**config.mk**
```make
export PLATFORM = sky130hd
export DESIGN_NAME = bf_stage_ctrl
export DESIGN_NICKNAME = d
export VERILOG_FILES = /design/src/rtl/bf_ctrl_pkg.sv /design/src/rtl/bf_ctrl_out_seq.sv /design/src/rtl/bf_stage_ctrl.sv
export SDC_FILE = /design/constraint.sdc
export NUM_CORES = 1
export LEC_CHECK = 0
export CAP_MARGIN = 25
export CELL_PAD_IN_SITES_DETAIL_PLACEMENT = 0
export CELL_PAD_IN_SITES_GLOBAL_PLACEMENT = 2
export CORE_ASPECT_RATIO = 1.4
export CORE_MARGIN = 3
export CORE_UTILIZATION = 39
export CTS_BUF_LIST = sky130_fd_sc_hd__clkbuf_2
export CTS_CLUSTER_DIAMETER = 40
export DETAILED_ROUTE_END_ITERATION = 10
export GPL_ROUTABILITY_DRIVEN = 0
export HOLD_SLACK_MARGIN = 0.15
export PLACE_DENSITY_LB_ADDON = 0.08
export REMOVE_ABC_BUFFERS = 1
export SKIP_LAST_GASP = 1
export SLEW_MARGIN = 20
export SYNTH_ARGS = -nofsm -noshare
export SYNTH_HDL_FRONTEND = slang
export SYNTH_SLANG_ARGS = --single-unit
```
**constraint.sdc**
```tcl
create_clock -name clk -period 2.05 [get_ports clk]
set_clock_uncertainty 0.1 [all_clocks]
set_input_delay 0.205 -clock clk [delete_from_list [all_inputs] [get_ports clk]]
set_output_delay 0.205 -clock clk [all_outputs]
set_load 0.005 [all_outputs]
```
**src/rtl/bf_ctrl_pkg.sv**
```systemverilog
// Shared types and helpers for the butterfly-stage control sequencer.
// Holds the input/output FSM state encodings and the derived-width helpers.
package bf_ctrl_pkg;

    typedef enum logic {
        IN_IDLE,
        IN_RECV
    } in_state_e;

    typedef enum logic [1:0] {
        OUT_IDLE,
        OUT_WAIT,
        OUT_RUN
    } out_state_e;

    localparam int DEF_DELAY       = 8;
    localparam int DEF_FRAME_BEATS = 32;
    localparam int DEF_ADD_LAT     = 1;
    localparam int DEF_FAC_STEP    = 4;
    localparam int DEF_FAC_W       = 3;

    // Frame cycle 0 to first output beat: delay line plus add/sub register stages.
    localparam int DEF_L = DEF_DELAY + DEF_ADD_LAT;

    // Width of a counter holding 0..n-1 (at least one bit).
    function automatic int cnt_w(input int n);
        return (n <= 2) ? 1 : $clog2(n);
    endfunction

    function automatic int lat_total(input int delay, input int add_lat);
        return delay + add_lat;
    endfunction

endpackage

```
**src/rtl/bf_ctrl_out_seq.sv**
```systemverilog
// Output-side sequencer: waits L cycles after each frame start, then runs the
// output index j, driving o_en/out_sw/fac_sel/frm_done. Holds one pending frame.
module bf_ctrl_out_seq
    import bf_ctrl_pkg::*;
#(
    parameter int DELAY       = DEF_DELAY,
    parameter int FRAME_BEATS = DEF_FRAME_BEATS,
    parameter int ADD_LAT     = DEF_ADD_LAT,
    parameter int FAC_STEP    = DEF_FAC_STEP,
    parameter int FAC_W       = DEF_FAC_W
) (
    input  logic             clk,
    input  logic             rstn,
    input  logic             start_i,
    input  logic             flush_i,
    output logic             o_en_o,
    output logic             out_sw_o,
    output logic [FAC_W-1:0] fac_sel_o,
    output logic             frm_done_o,
    output logic             busy_o
);

    localparam int L       = lat_total(DELAY, ADD_LAT);
    localparam int J_W     = cnt_w(FRAME_BEATS);
    localparam int W_W     = cnt_w(L);
    localparam int D_SHIFT = $clog2(DELAY);
    localparam int F_SHIFT = $clog2(FAC_STEP);

    localparam logic [J_W-1:0] J_LAST = J_W'(FRAME_BEATS - 1);
    localparam logic [W_W-1:0] W_INIT = W_W'(L - 1);

    out_state_e     state_q, state_d;
    logic [J_W-1:0] j_q, j_d;
    logic [W_W-1:0] w_q, w_d;
    logic           pend_q, pend_d;
    logic [W_W-1:0] pcnt_q, pcnt_d;
    logic           run;

    logic             o_en_q, out_sw_q, frm_done_q;
    logic [FAC_W-1:0] fac_sel_q;

    assign run = (state_q == OUT_RUN);

    always_comb begin
        // NOTE: every always_comb output gets a default first so no path can infer a latch.
        state_d = state_q;
        j_d     = j_q;
        w_d     = w_q;
        pend_d  = pend_q;
        pcnt_d  = pend_q ? pcnt_q - 1 : pcnt_q;

        case (state_q)
            OUT_IDLE: begin
                if (start_i) begin
                    state_d = OUT_WAIT;
                    w_d     = W_INIT;
                end
            end
            OUT_WAIT: begin
                if (w_q == 1) begin
                    state_d = OUT_RUN;
                    j_d     = '0;
                end else begin
                    w_d = w_q - 1;
                end
            end
            OUT_RUN: begin
                if (j_q != J_LAST) begin
                    j_d = j_q + 1;
                    if (start_i) begin
                        pend_d = 1'b1;
                        pcnt_d = W_INIT;
                    end
                end else begin
                    // pcnt_q counts cycles until the pending frame's first output beat.
                    j_d    = '0;
                    pend_d = 1'b0;
                    if (start_i) begin
                        state_d = OUT_WAIT;
                        w_d     = W_INIT;
                    end else if (pend_q && pcnt_q == 1) begin
                        state_d = OUT_RUN;
                    end else if (pend_q) begin
                        state_d = OUT_WAIT;
                        w_d     = pcnt_q - 1;
                    end else begin
                        state_d = OUT_IDLE;
                    end
                end
            end
            default: state_d = OUT_IDLE;
        endcase

        if (flush_i) begin
            state_d = OUT_IDLE;
            pend_d  = 1'b0;
        end
    end

    always_ff @(posedge clk or negedge rstn) begin
        if (!rstn) begin
            state_q    <= OUT_IDLE;
            j_q        <= '0;
            w_q        <= '0;
            pend_q     <= 1'b0;
            pcnt_q     <= '0;
            o_en_q     <= 1'b0;
            out_sw_q   <= 1'b0;
            fac_sel_q  <= '0;
            frm_done_q <= 1'b0;
        end else begin
            // NOTE: sequential state uses non-blocking assignments so all flops update together.
            state_q    <= state_d;
            j_q        <= j_d;
            w_q        <= w_d;
            pend_q     <= pend_d;
            pcnt_q     <= pcnt_d;
            o_en_q     <= run;
            out_sw_q   <= run & j_q[D_SHIFT];
            fac_sel_q  <= run ? FAC_W'(j_q >> F_SHIFT) : '0;
            frm_done_q <= run && (j_q == J_LAST);
        end
    end

    assign o_en_o     = o_en_q;
    assign out_sw_o   = out_sw_q;
    assign fac_sel_o  = fac_sel_q;
    assign frm_done_o = frm_done_q;
    assign busy_o     = (state_q != OUT_IDLE);

endmodule

```
**src/rtl/bf_stage_ctrl.sv**
```systemverilog
// Control sequencer for one radix-2 SDF butterfly stage (input FSM, in_sw, frame status).
// Define BF_STAGE_CTRL_ERR_EN to enable abort detection on a mid-frame valid_in drop.
module bf_stage_ctrl
    import bf_ctrl_pkg::*;
#(
    parameter int DELAY       = DEF_DELAY,
    parameter int FRAME_BEATS = DEF_FRAME_BEATS,
    parameter int ADD_LAT     = DEF_ADD_LAT,
    parameter int FAC_STEP    = DEF_FAC_STEP,
    parameter int FAC_W       = DEF_FAC_W
) (
    input  logic             clk,
    input  logic             rstn,
    input  logic             valid_in,
    output logic             in_sw,
    output logic             out_sw,
    output logic [FAC_W-1:0] fac_sel,
    output logic             o_en,
    output logic             frm_start,
    output logic             frm_done,
    output logic             busy,
    output logic             err
);

    localparam int K_W     = cnt_w(FRAME_BEATS);
    localparam int D_SHIFT = $clog2(DELAY);

    localparam logic [K_W-1:0] K_LAST = K_W'(FRAME_BEATS - 1);

    in_state_e      in_state_q, in_state_d;
    logic [K_W-1:0] k_q, k_d, k_cur;
    logic           start, active, last_beat, abort, out_busy;
    logic           in_sw_q, frm_start_q, busy_q;

    always_comb begin
        start      = (in_state_q == IN_IDLE) && valid_in;
        active     = start || (in_state_q == IN_RECV);
        k_cur      = start ? '0 : k_q;
        last_beat  = active && (k_cur == K_LAST);
        in_state_d = IN_IDLE;
        k_d        = '0;
        // After the last beat the FSM drops to IDLE, where a valid beat is the next frame's beat 0.
        if (!abort && active && !last_beat) begin
            in_state_d = IN_RECV;
            k_d        = k_cur + 1;
        end
    end

`ifdef BF_STAGE_CTRL_ERR_EN
    logic abort_q, err_q;

    assign abort = (in_state_q == IN_RECV) && !valid_in && (k_q != K_LAST);

    always_ff @(posedge clk or negedge rstn) begin
        if (!rstn) begin
            abort_q <= 1'b0;
            err_q   <= 1'b0;
        end else begin
            abort_q <= abort;
            err_q   <= abort_q;
        end
    end

    assign err = err_q;
`else
    assign abort = 1'b0;
    assign err   = 1'b0;
`endif

    always_ff @(posedge clk or negedge rstn) begin
        if (!rstn) begin
            in_state_q  <= IN_IDLE;
            k_q         <= '0;
            in_sw_q     <= 1'b0;
            frm_start_q <= 1'b0;
            busy_q      <= 1'b0;
        end else begin
            in_state_q  <= in_state_d;
            k_q         <= k_d;
            in_sw_q     <= active & k_cur[D_SHIFT];
            frm_start_q <= start;
            busy_q      <= active | out_busy;
        end
    end

    bf_ctrl_out_seq #(
        .DELAY       (DELAY),
        .FRAME_BEATS (FRAME_BEATS),
        .ADD_LAT     (ADD_LAT),
        .FAC_STEP    (FAC_STEP),
        .FAC_W       (FAC_W)
    ) u_out_seq (
        .clk        (clk),
        .rstn       (rstn),
        .start_i    (start),
        .flush_i    (abort),
        .o_en_o     (o_en),
        .out_sw_o   (out_sw),
        .fac_sel_o  (fac_sel),
        .frm_done_o (frm_done),
        .busy_o     (out_busy)
    );

    assign in_sw     = in_sw_q;
    assign frm_start = frm_start_q;
    assign busy      = busy_q;

endmodule
```
; Word level (Yosys, flattened, before mapping)
; Index checks and enable logic that the tools add are counted.
[classes]
order_cmp = 0
shift = 0
eq_ne = 14
reduce_logical = 15
mux = 27
bitwise = 4
multipliers = 0
n_addsub = 4
div_mod_pow = 0
[op_table]
columns = op, count
row1 = $mux W4, 10
row2 = $mux W5, 4
row3 = $pmux W4 S3, 1
row4 = $add A5 B1 Y5 const B, 2
row5 = $eq A5 B5 Y1 const B, 2
row6 = $mux W2, 5
row7 = $pmux W5 S2, 1
row8 = $eq A4 B1 Y1 const B, 2
row9 = $ne A2 B2 Y1 const B, 4
row10 = $sub A4 B1 Y4 const B, 2
row11 = $pmux W2 S3, 1
row12 = $reduce_and A6 Y1, 1
row13 = $logic_and A1 B1 Y1, 5
row14 = $ne A5 B5 Y1 const B, 1
row15 = $mux W1, 4
row16 = $reduce_and A2 Y1, 2
row17 = $reduce_bool A2 Y1, 2
row18 = $mux W3, 1
row19 = $ne A3 B2 Y1 const B, 1
row20 = $ne A3 B3 Y1 const B, 1
row21 = $reduce_and A3 Y1, 1
row22 = $reduce_bool A3 Y1, 1
row23 = $and A1 B1 Y1, 2
row24 = $eq A2 B1 Y1 const B, 1
row25 = other kinds (7), 7
[totals]
ram_bits = 0
rom_bits = 0
latch_bits = 0
memories = 0
regBits = 31

; Longest topological paths before layout
; Gate-level depths: netlist of the first run.
[depth]
depth_word = 8
ltp_mapped = 9

; Cells and area by module
; Synthesis of the first run repeated with hierarchy kept, for this count alone.
[hier_totals]
cells_unflattened = 155
area_unflattened_um2 = 1679.1
[modules_own_cells]
columns = module, cells_each, area_each_um2, n_inst
row1 = bf_ctrl_out_seq, 123, 1285.0, 1
row2 = bf_stage_ctrl, 32, 394.1, 1

; Worst setup path before layout of the first run
; Ideal clock, no wire load.
[synth_path]
kind = register to register
from = register in_state_q
to = register k_q[1]
t_arrival_ns = 1.690
setup_time_ns = 0.066
slack_ns = 0.195
n_path_buf = 1
stages_incl_launch_ff = 10
required_ns = 1.884
cell_sequence = dfrtp_1 -> nand2b_2 -> buf_2 -> and2_1 -> ha_1 -> nand2_1 -> nor2_1 -> ha_1 -> nor2_1 -> and2_1
[synth_between]
elab_chain_len = 8
elab_cells_between_ends = 10
classes_between = 1 x add/sub / 1 x eq/ne / 2 x mux / 1 x bitwise / 5 x reduce/logical
[synth_lines]
columns = item, line_no
row1 = "start, declared", bf_stage_ctrl.sv:30  ; in_state_e in_state_q, in_state_d;
row2 = "start signal, assigned", bf_stage_ctrl.sv:78  ; in_state_q <= in_state_d;
row3 = branches (longest 7 deep; another with $add A5 B1 Y5), --
row4 = $mux W5 *, bf_stage_ctrl.sv:43  ; if (!abort && active && !last_beat) begin
row5 = named net k_d[1], bf_stage_ctrl.sv:31  ; logic [K_W-1:0] k_q, k_d, k_cur;
row6 = "end signal, assigned", bf_stage_ctrl.sv:79  ; k_q <= k_d;
row7 = "end, declared", bf_stage_ctrl.sv:31
; Mark *: on every way through the listed nets, which the timed path passes.
; A chain may end at the register's enable or synchronous reset.

; Final worst setup path of the first run
[layout_path]
from = register in_state_q
to = register k_q[4]
; Same word-level chain as after synthesis.

==> flow_metrics.py, run 1 <==
metrics = {
    "floorplanning": {
        "coreArea_um2": 3806,
        "dieArea_um2": 4912,
        "die_y_um": 81.74,
        "core.rowCount": 26,
        "die_w_um": 60.10,
        "start_util": 0.4198,
        "io_pins": 13,
    },
    "sta": {
        "layout_setup_ws_ns": 0.1578,
        "maxClockFrequency_ghz": 0.5285,
        "slew_violations": 0,
        "final.min_clock_period_ns": 1.892,
        "finalSetupViolations": 0,
        "min_period_over_period": 0.9230,
        "finalHoldViolCount": 0,
        "rsz0062_at_grt": "yes",
    },
    "power_and_ir_drop": {
        "powerDensity_nw_per_um2": 1332,
        "p_leak_uw": 0.0008163,
        "ir_drop_mv": 0.6486,
    },
    "grt": {
        "use_met1": 0.1658,
        "grt-busiest-layer": "met2",
        "grt_antenna_before_repair": 0,
        "grt_use_met3": 0.03459,
        "grt_pass1_wl_mm": 5.423,
        "grt_pass1_vias": 1220,
        "met2_usage": 0.2597,
        "grt_max_degree": 31,
        "gr-total-overflow": 0,
        "grt_usage": 0.1506,
    },
    "yosys": {
        "synth-edff-count": 0,
        "synthesis.area_um2": 1598,
        "yosysTopAreaCellShare": 0.4699,
        "ys.flop_type": "dfrtp_1",
        "synth.area.top_cells": "dfrtp_1 (47%), ha_1 (9.4%), and2_1 (3.9%), o2bb2ai_1 (2.7%), nor2_1 (2.3%)",
        "synth_cell_types": 47,
        "syn_inst": 149,
        "synth_warnings": 0,
        "async_flop_share": 1.000,
        "yosys.area.top_type": "dfrtp_1",
        "syn_avg_cell_area_um2": 10.72,
        "synth.yosys.seq_area_share": 0.4699,
        "synth-seq-cells": 30,
    },
    "layout": {
        "fin_cells": 211,
        "fin_area_um2": 1819,
        "syn_to_final_growth_pct": 13.86,
        "nets": 183,
        "diodes": 0,
        "num-fill-cells": 359,
        "layout.area.seq_um2": 750.7,
        "drive_above_1_share": 0.1302,
        "multiInputGateArea_um2": 770.7,
    },
    "detailed_routing": {
        "wl_mm": 3.137,
        "wl_per_cell_um": 14.87,
        "ant_nets": 0,
        "vias_per_cell": 5.427,
        "vias": 1145,
        "route.detailed.drc": 0,
        "drtIter0Drc": 33,
        "first_pass_iters": 4,
    },
    "worst_setup_path": {
        "critical_path_class": "reg2reg",
        "cp_max_fo": 5,
        "crit_required_ns": 2.24,
        "worstPathCellList": "nand2b_2 > and2_1 > ha_1 > nand2_1 > nor2_1 > ha_1 > nor2_1 > and2_1",
        "max_stage_delay_ns": 0.43,
        "critPathLaunch": "in_state_q",
        "regToRegStartpoint": "in_state_q",
        "path_buf_inv": 0,
        "crit_arrival_ns": 2.08,
        "r2r-end": "k_q[4]",
        "start_kind": "register",
        "reg2reg_slack_ns": 0.16,
        "rr_worst_depth": 8,
        "endpoint_kind": "register",
        "cp_slowest_cell": "dfrtp_1",
        "crit_family": "simple AND/OR/NAND/NOR gates",
    },
    "clocking": {
        "cts_tree": "done",
        "clock_sinks": 30,
        "cts_setup_buffers": 0,
        "numCtsBuffers": 5,
        "h-tree-depth": 2,
        "cts.path.max_buffers": 2,
        "clk_latency_ns": 0.35,
        "path_clk_slew_ns": 0.14,
        "root_buffer": "clkbuf_2",
    },
    "min_path": {
        "min_path_cells": 1,
        "worstHoldStart": "u_out_seq.j_q[1]",
        "min_to": "u_out_seq.j_q[1]",
        "hold_class": "reg2reg",
    },
    "flow_run": {
        "drv_cap": 0,
    },
    "place": {
        "placed_cell_area_um2": 1768,
        "port_buffers": 11,
        "dp_hpwl_mm": 2.366,
        "dp.cells": 202,
        "pre_cts_slack_ns": -0.007264,
    },
    "status": {
        "run_status": "complete, no violations",
    },
}
-- placed cells by master (no fill, tap or decap), types with 2 or more instances in the layout --
master | Yosys | final
a211oi_1 | 2 | 2
a21oi_1 | 4 | 4
a32o_1 | 2 | 2
and2_1 | 10 | 10
buf_4 | 2 | 7
clkbuf_2 | 1 | 6
clkdlybuf4s50_1 | 0 | 11
dfrtp_1 | 30 | 30
ha_1 | 12 | 12
inv_1 | 9 | 9
nand2_1 | 8 | 8
nand3_1 | 5 | 5
nor2_1 | 10 | 10
nor2b_1 | 3 | 2
nor3_1 | 2 | 2
nor3b_1 | 4 | 4
nor4_1 | 2 | 2
o21ai_0 | 4 | 4
o2bb2ai_1 | 5 | 5
xnor2_1 | 2 | 2
xor2_1 | 4 | 4
-- sequential cells by signal, summed over array words and instances, names as in the netlist --
| name | count |
|---|---|
| busy | 1 |
| frm_start | 1 |
| in_state_q | 1 |
| in_sw | 1 |
| k_q | 5 |
| u_out_seq.fac_sel_o | 2 |
| u_out_seq.frm_done_o | 1 |
| u_out_seq.j_q | 5 |
| u_out_seq.o_en_o | 1 |
| u_out_seq.out_sw_o | 1 |
| u_out_seq.pcnt_q | 4 |
| u_out_seq.pend_q | 1 |
| u_out_seq.state_q | 2 |
| u_out_seq.w_q | 4 |
-- cells in the mapped netlist (2+ instances only) --
cell	count
xnor2_1	2
o21ai_0	4
nor2b_1	3
ha_1	12
buf_2	2
nor3_1	2
inv_1	9
nor4_1	2
nor2_1	10
buf_4	2
nor3b_1	4
xor2_1	4
and2_1	10
o2bb2ai_1	5
nand3_1	5
dfrtp_1	30
a211oi_1	2
a21oi_1	4
a32o_1	2
nand2_1	8
-- final cells by class --
| cell class | instances | share of cell area |
|---|---|---|
| clock buffer | 6 | 0.01651 |
| clock inverter | 2 | 0.004814 |
| inverter | 9 | 0.01857 |
| multi-input combinational | 103 | 0.4237 |
| sequential | 30 | 0.4127 |
| tap | 42 | 0.02889 |
| timing repair buffer | 19 | 0.09491 |
-- how the worst max path moves through the flow --
stage | endpoint | slack (ns) | depth (start not counted)
global placement | k_q[4] | 0.03 | 9
finish | k_q[4] | 0.16 | 8
global route | u_out_seq.w_q[2] | -0.01 | 7
floorplan | u_out_seq.w_q[2] | 0.20 | 6
detailed placement | k_q[1] | -0.007 | 9
CTS | u_out_seq.w_q[3] | 0.1 | 7
-- where the power goes --
group	internal, uW	switching [uW]	total [uW]
combinational	570	588	1160
clock	83.9	192	276
sequential	792	198	990
-- metal layers --
| layer | vias up | share of wire |
|---|---|---|
| met5 | - | 0 |
| met3 | 10 | 0.026 |
| met1 | 558 | 0.42 |
| met4 | 0 | 0.031 |
| li1 | 560 | - |
| met2 | 17 | 0.52 |
-- per-stage QoR --
step                power [uW]   TNS (ns)  hold slack [ns]  utilization
global placement          2155          0           0.4072       0.4645
CTS                       2469          0           0.4329       0.4773
global route              2664   -0.01242           0.4556       0.4780
detailed placement        2177  -0.009853           0.4250       0.4645
finish                    2424          0           0.4541       0.4780
floorplan                 1817          0          -0.1906            -
-- what timing repair did --
item | 4_1_cts | 5_1_grt
endpoints found under the hold margin | 30 | 0
setup endpoints to repair | 0 | 6
hold buffers | 1 | 0
gates resized for setup | 0 | 1
-- cells by family after synthesis --
logic type | Yosys count | synth area share
buffers and inverters | 16 | 0.04932
xor gates and xnor gates | 6 | 0.03289
and+or+nand+nor | 54 | 0.1958
other | 1 | 0.002347
DFF | 30 | 0.4699
AOI/OAI and AO/OA | 29 | 0.1496
adders and majority gates | 12 | 0.09397
muxes | 1 | 0.006265
Note: power is estimated with default switching activity, not from simulation.
==> run 2: changes to the inputs <==
- CORE_MARGIN: 3 -> not set
- clock period: 2.05 -> 1.8 ns (I/O delays scaled with it)
==> flow_metrics.py, run 2 (same netlist as run 1, synthesis figures left out) <==
metrics = {
    "status": {
        "run_status": "finished with violations",
        "violations": "setup timing",
    },
    "min_path": {
        "worstHoldStart": "valid_in",
        "min_path_cells": 3,
        "hold_class": "in2reg",
        "min_to": "busy",
    },
    "power_and_ir_drop": {
        "ir_drop_mv": 0.7906,
        "p_leak_uw": 0.0009169,
        "p_int_uw": 1872,
        "p_switching_uw": 1219,
        "power_frac_comb": 0.544,
        "power_uw": 3091,
        "switching_share": 0.3944,
        "clock_power_share": 0.104,
        "powerDensity_nw_per_um2": 1507,
        "p_seq_frac": 0.352,
    },
    "worst_setup_path": {
        "reg2reg_slack_ns": -0.02,
        "endpoint_kind": "register",
        "crit_family": "compound AO/OA/AOI/OAI gates",
        "cp_slowest_cell": "dfrtp_1",
        "max_stage_delay_ns": 0.40,
        "start_kind": "register",
        "worstPathCellList": "ha_2 > and3_4 > ha_4 > nor2b_4 > a2111oi_4 > nand3_1 > o2bb2ai_1",
        "critical_path_class": "reg2reg",
        "r2r-end": "u_out_seq.w_q[3]",
        "regToRegStartpoint": "u_out_seq.j_q[0]",
        "crit_arrival_ns": 1.98,
        "path_buf_inv": 0,
        "cp_max_fo": 4,
        "crit_required_ns": 1.96,
        "rr_worst_depth": 7,
    },
    "sta": {
        "finalSetupViolations": 4,
        "rsz0062_at_grt": "yes",
        "finalHoldViolCount": 0,
        "maxClockFrequency_ghz": 0.5502,
        "min_period_over_period": 1.010,
        "slew_violations": 0,
        "final.min_clock_period_ns": 1.817,
        "layout_setup_ws_ns": -0.01739,
    },
    "clocking": {
        "root_buffer": "clkbuf_2",
        "numCtsBuffers": 5,
        "cts.path.max_buffers": 2,
        "h-tree-depth": 2,
        "path_clk_slew_ns": 0.15,
        "clock_sinks": 30,
        "cts_tree": "done",
        "clk_latency_ns": 0.36,
    },
    "grt": {
        "grt_pass1_vias": 1304,
        "grt_usage": 0.1770,
        "gr-total-overflow": 0,
        "grt_max_degree": 31,
        "grt_pass1_wl_mm": 5.899,
        "grt_antenna_before_repair": 0,
    },
    "layout": {
        "reg.largest.list": "k_q: 5 flops, u_out_seq.j_q: 5 flops",
        "layout_common_cells": "dfrtp_1 (30), buf_4 (29), clkdlybuf4s50_1 (11)",
        "diodes": 0,
        "multiInputGateArea_um2": 833.3,
        "layout.area.seq_um2": 750.7,
        "syn_to_final_growth_pct": 28.35,
        "final_common_cell": "dfrtp_1",
        "num-fill-cells": 370,
        "drive_above_1_share": 0.2932,
        "nets": 205,
    },
    "floorplanning": {
        "io_pins": 13,
        "dieArea_um2": 4361,
        "die_w_um": 56.10,
        "die_y_um": 77.74,
        "start_util": 0.4077,
        "core.rowCount": 27,
        "coreArea_um2": 3919,
    },
    "place": {
        "pre_cts_slack_ns": -0.2286,
        "port_buffers": 11,
        "dp_hpwl_mm": 2.489,
    },
    "detailed_routing": {
        "first_pass_iters": 4,
        "ant_nets": 0,
        "wl_per_cell_um": 14.54,
        "route.detailed.drc": 0,
        "vias_per_cell": 5.329,
        "drtIter0Drc": 43,
        "vias": 1247,
        "wl_mm": 3.403,
    },
    "flow_run": {
        "drv_cap": 0,
    },
}
==> run 2: cell types whose count changed in the layout (fill, tap and decap cells not counted), sizes merged <==
cell	change
clkbuf	-1
buf	+22
clkinvlp	+1
==> run 2: final cells by class <==
class,instances,area share
Multi-Input combinational cell,103,0.4063
Timing Repair Buffer,41,0.1647
Tap cell,43,0.02624
Clock inverter,3,0.007932
Clock buffer,5,0.01220
Sequential cell,30,0.3661
Inverter,9,0.01647
==> run 2: metrics by stage <==
stage          hold slack (ns)  utilization  instances  cell area, um^2  setup TNS (ns)
5_1_grt                 0.4569       0.5233        234             2051         -0.5550
2_1_floorplan          -0.2156            -        142             1553         -0.1981
4_1_cts                 0.4168       0.5093        231             1996        -0.03028
6_report                0.4560       0.5233        234             2051        -0.03650
3_3_place_gp            0.4171       0.4802        218             1882          -1.040
3_5_place_dp            0.4245       0.4802        218             1882          -1.396
==> run 2: power groups by stage <==
stage | sequential [uW] | combinational (uW) | clock [uW]
final | 1090 | 1680 | 323
after global routing | 1120 | 1890 | 374
after floorplan | 1080 | 990 | 0
after global placement | 1100 | 1500 | 0
after CTS | 1080 | 1620 | 343
after detailed placement | 1100 | 1530 | 0
==> run 2: worst max-delay path by stage <==
stage,start,endpoint,slack (ns),depth (start not counted)
after floorplan,u_out_seq.state_q[0],u_out_seq.w_q[2],-0.05,6
after global placement,valid_in,k_q[4],-0.22,9
after detailed placement,valid_in,k_q[4],-0.23,9
after CTS,u_out_seq.j_q[0],u_out_seq.w_q[2],-0.01,7
after global routing,u_out_seq.j_q[0],u_out_seq.w_q[1],-0.14,7
final,u_out_seq.j_q[0],u_out_seq.w_q[3],-0.02,7
==> run 2: worst register-to-register path, stage by stage (launching register included) <==
cell	delay [ns]
dfrtp_1	0.40
ha_2	0.20
and3_4	0.18
ha_4	0.14
nor2b_4	0.05
a2111oi_4	0.38
nand3_1	0.14
o2bb2ai_1	0.15
==> run 2: repair_timing <==
item / 4_1_cts / 5_1_grt
resized for setup: 9 / 8
setup endpoints to repair: 12 / 13
pin swaps: 10 / 5
endpoints found under the hold margin: 30 / 0
hold buffers: 1 / 0
buffers inserted: 4 / 3
==> run 2: layer usage <==
layer / global-route usage / up-vias / wire length, um
met5: 0 / - / 0
met3: 0.03667 / 10 / 93
met2: 0.3119 / 27 / 1811
met4: 0.08049 / 0 / 88
li1: - / 608 / -
met1: 0.2028 / 602 / 1410
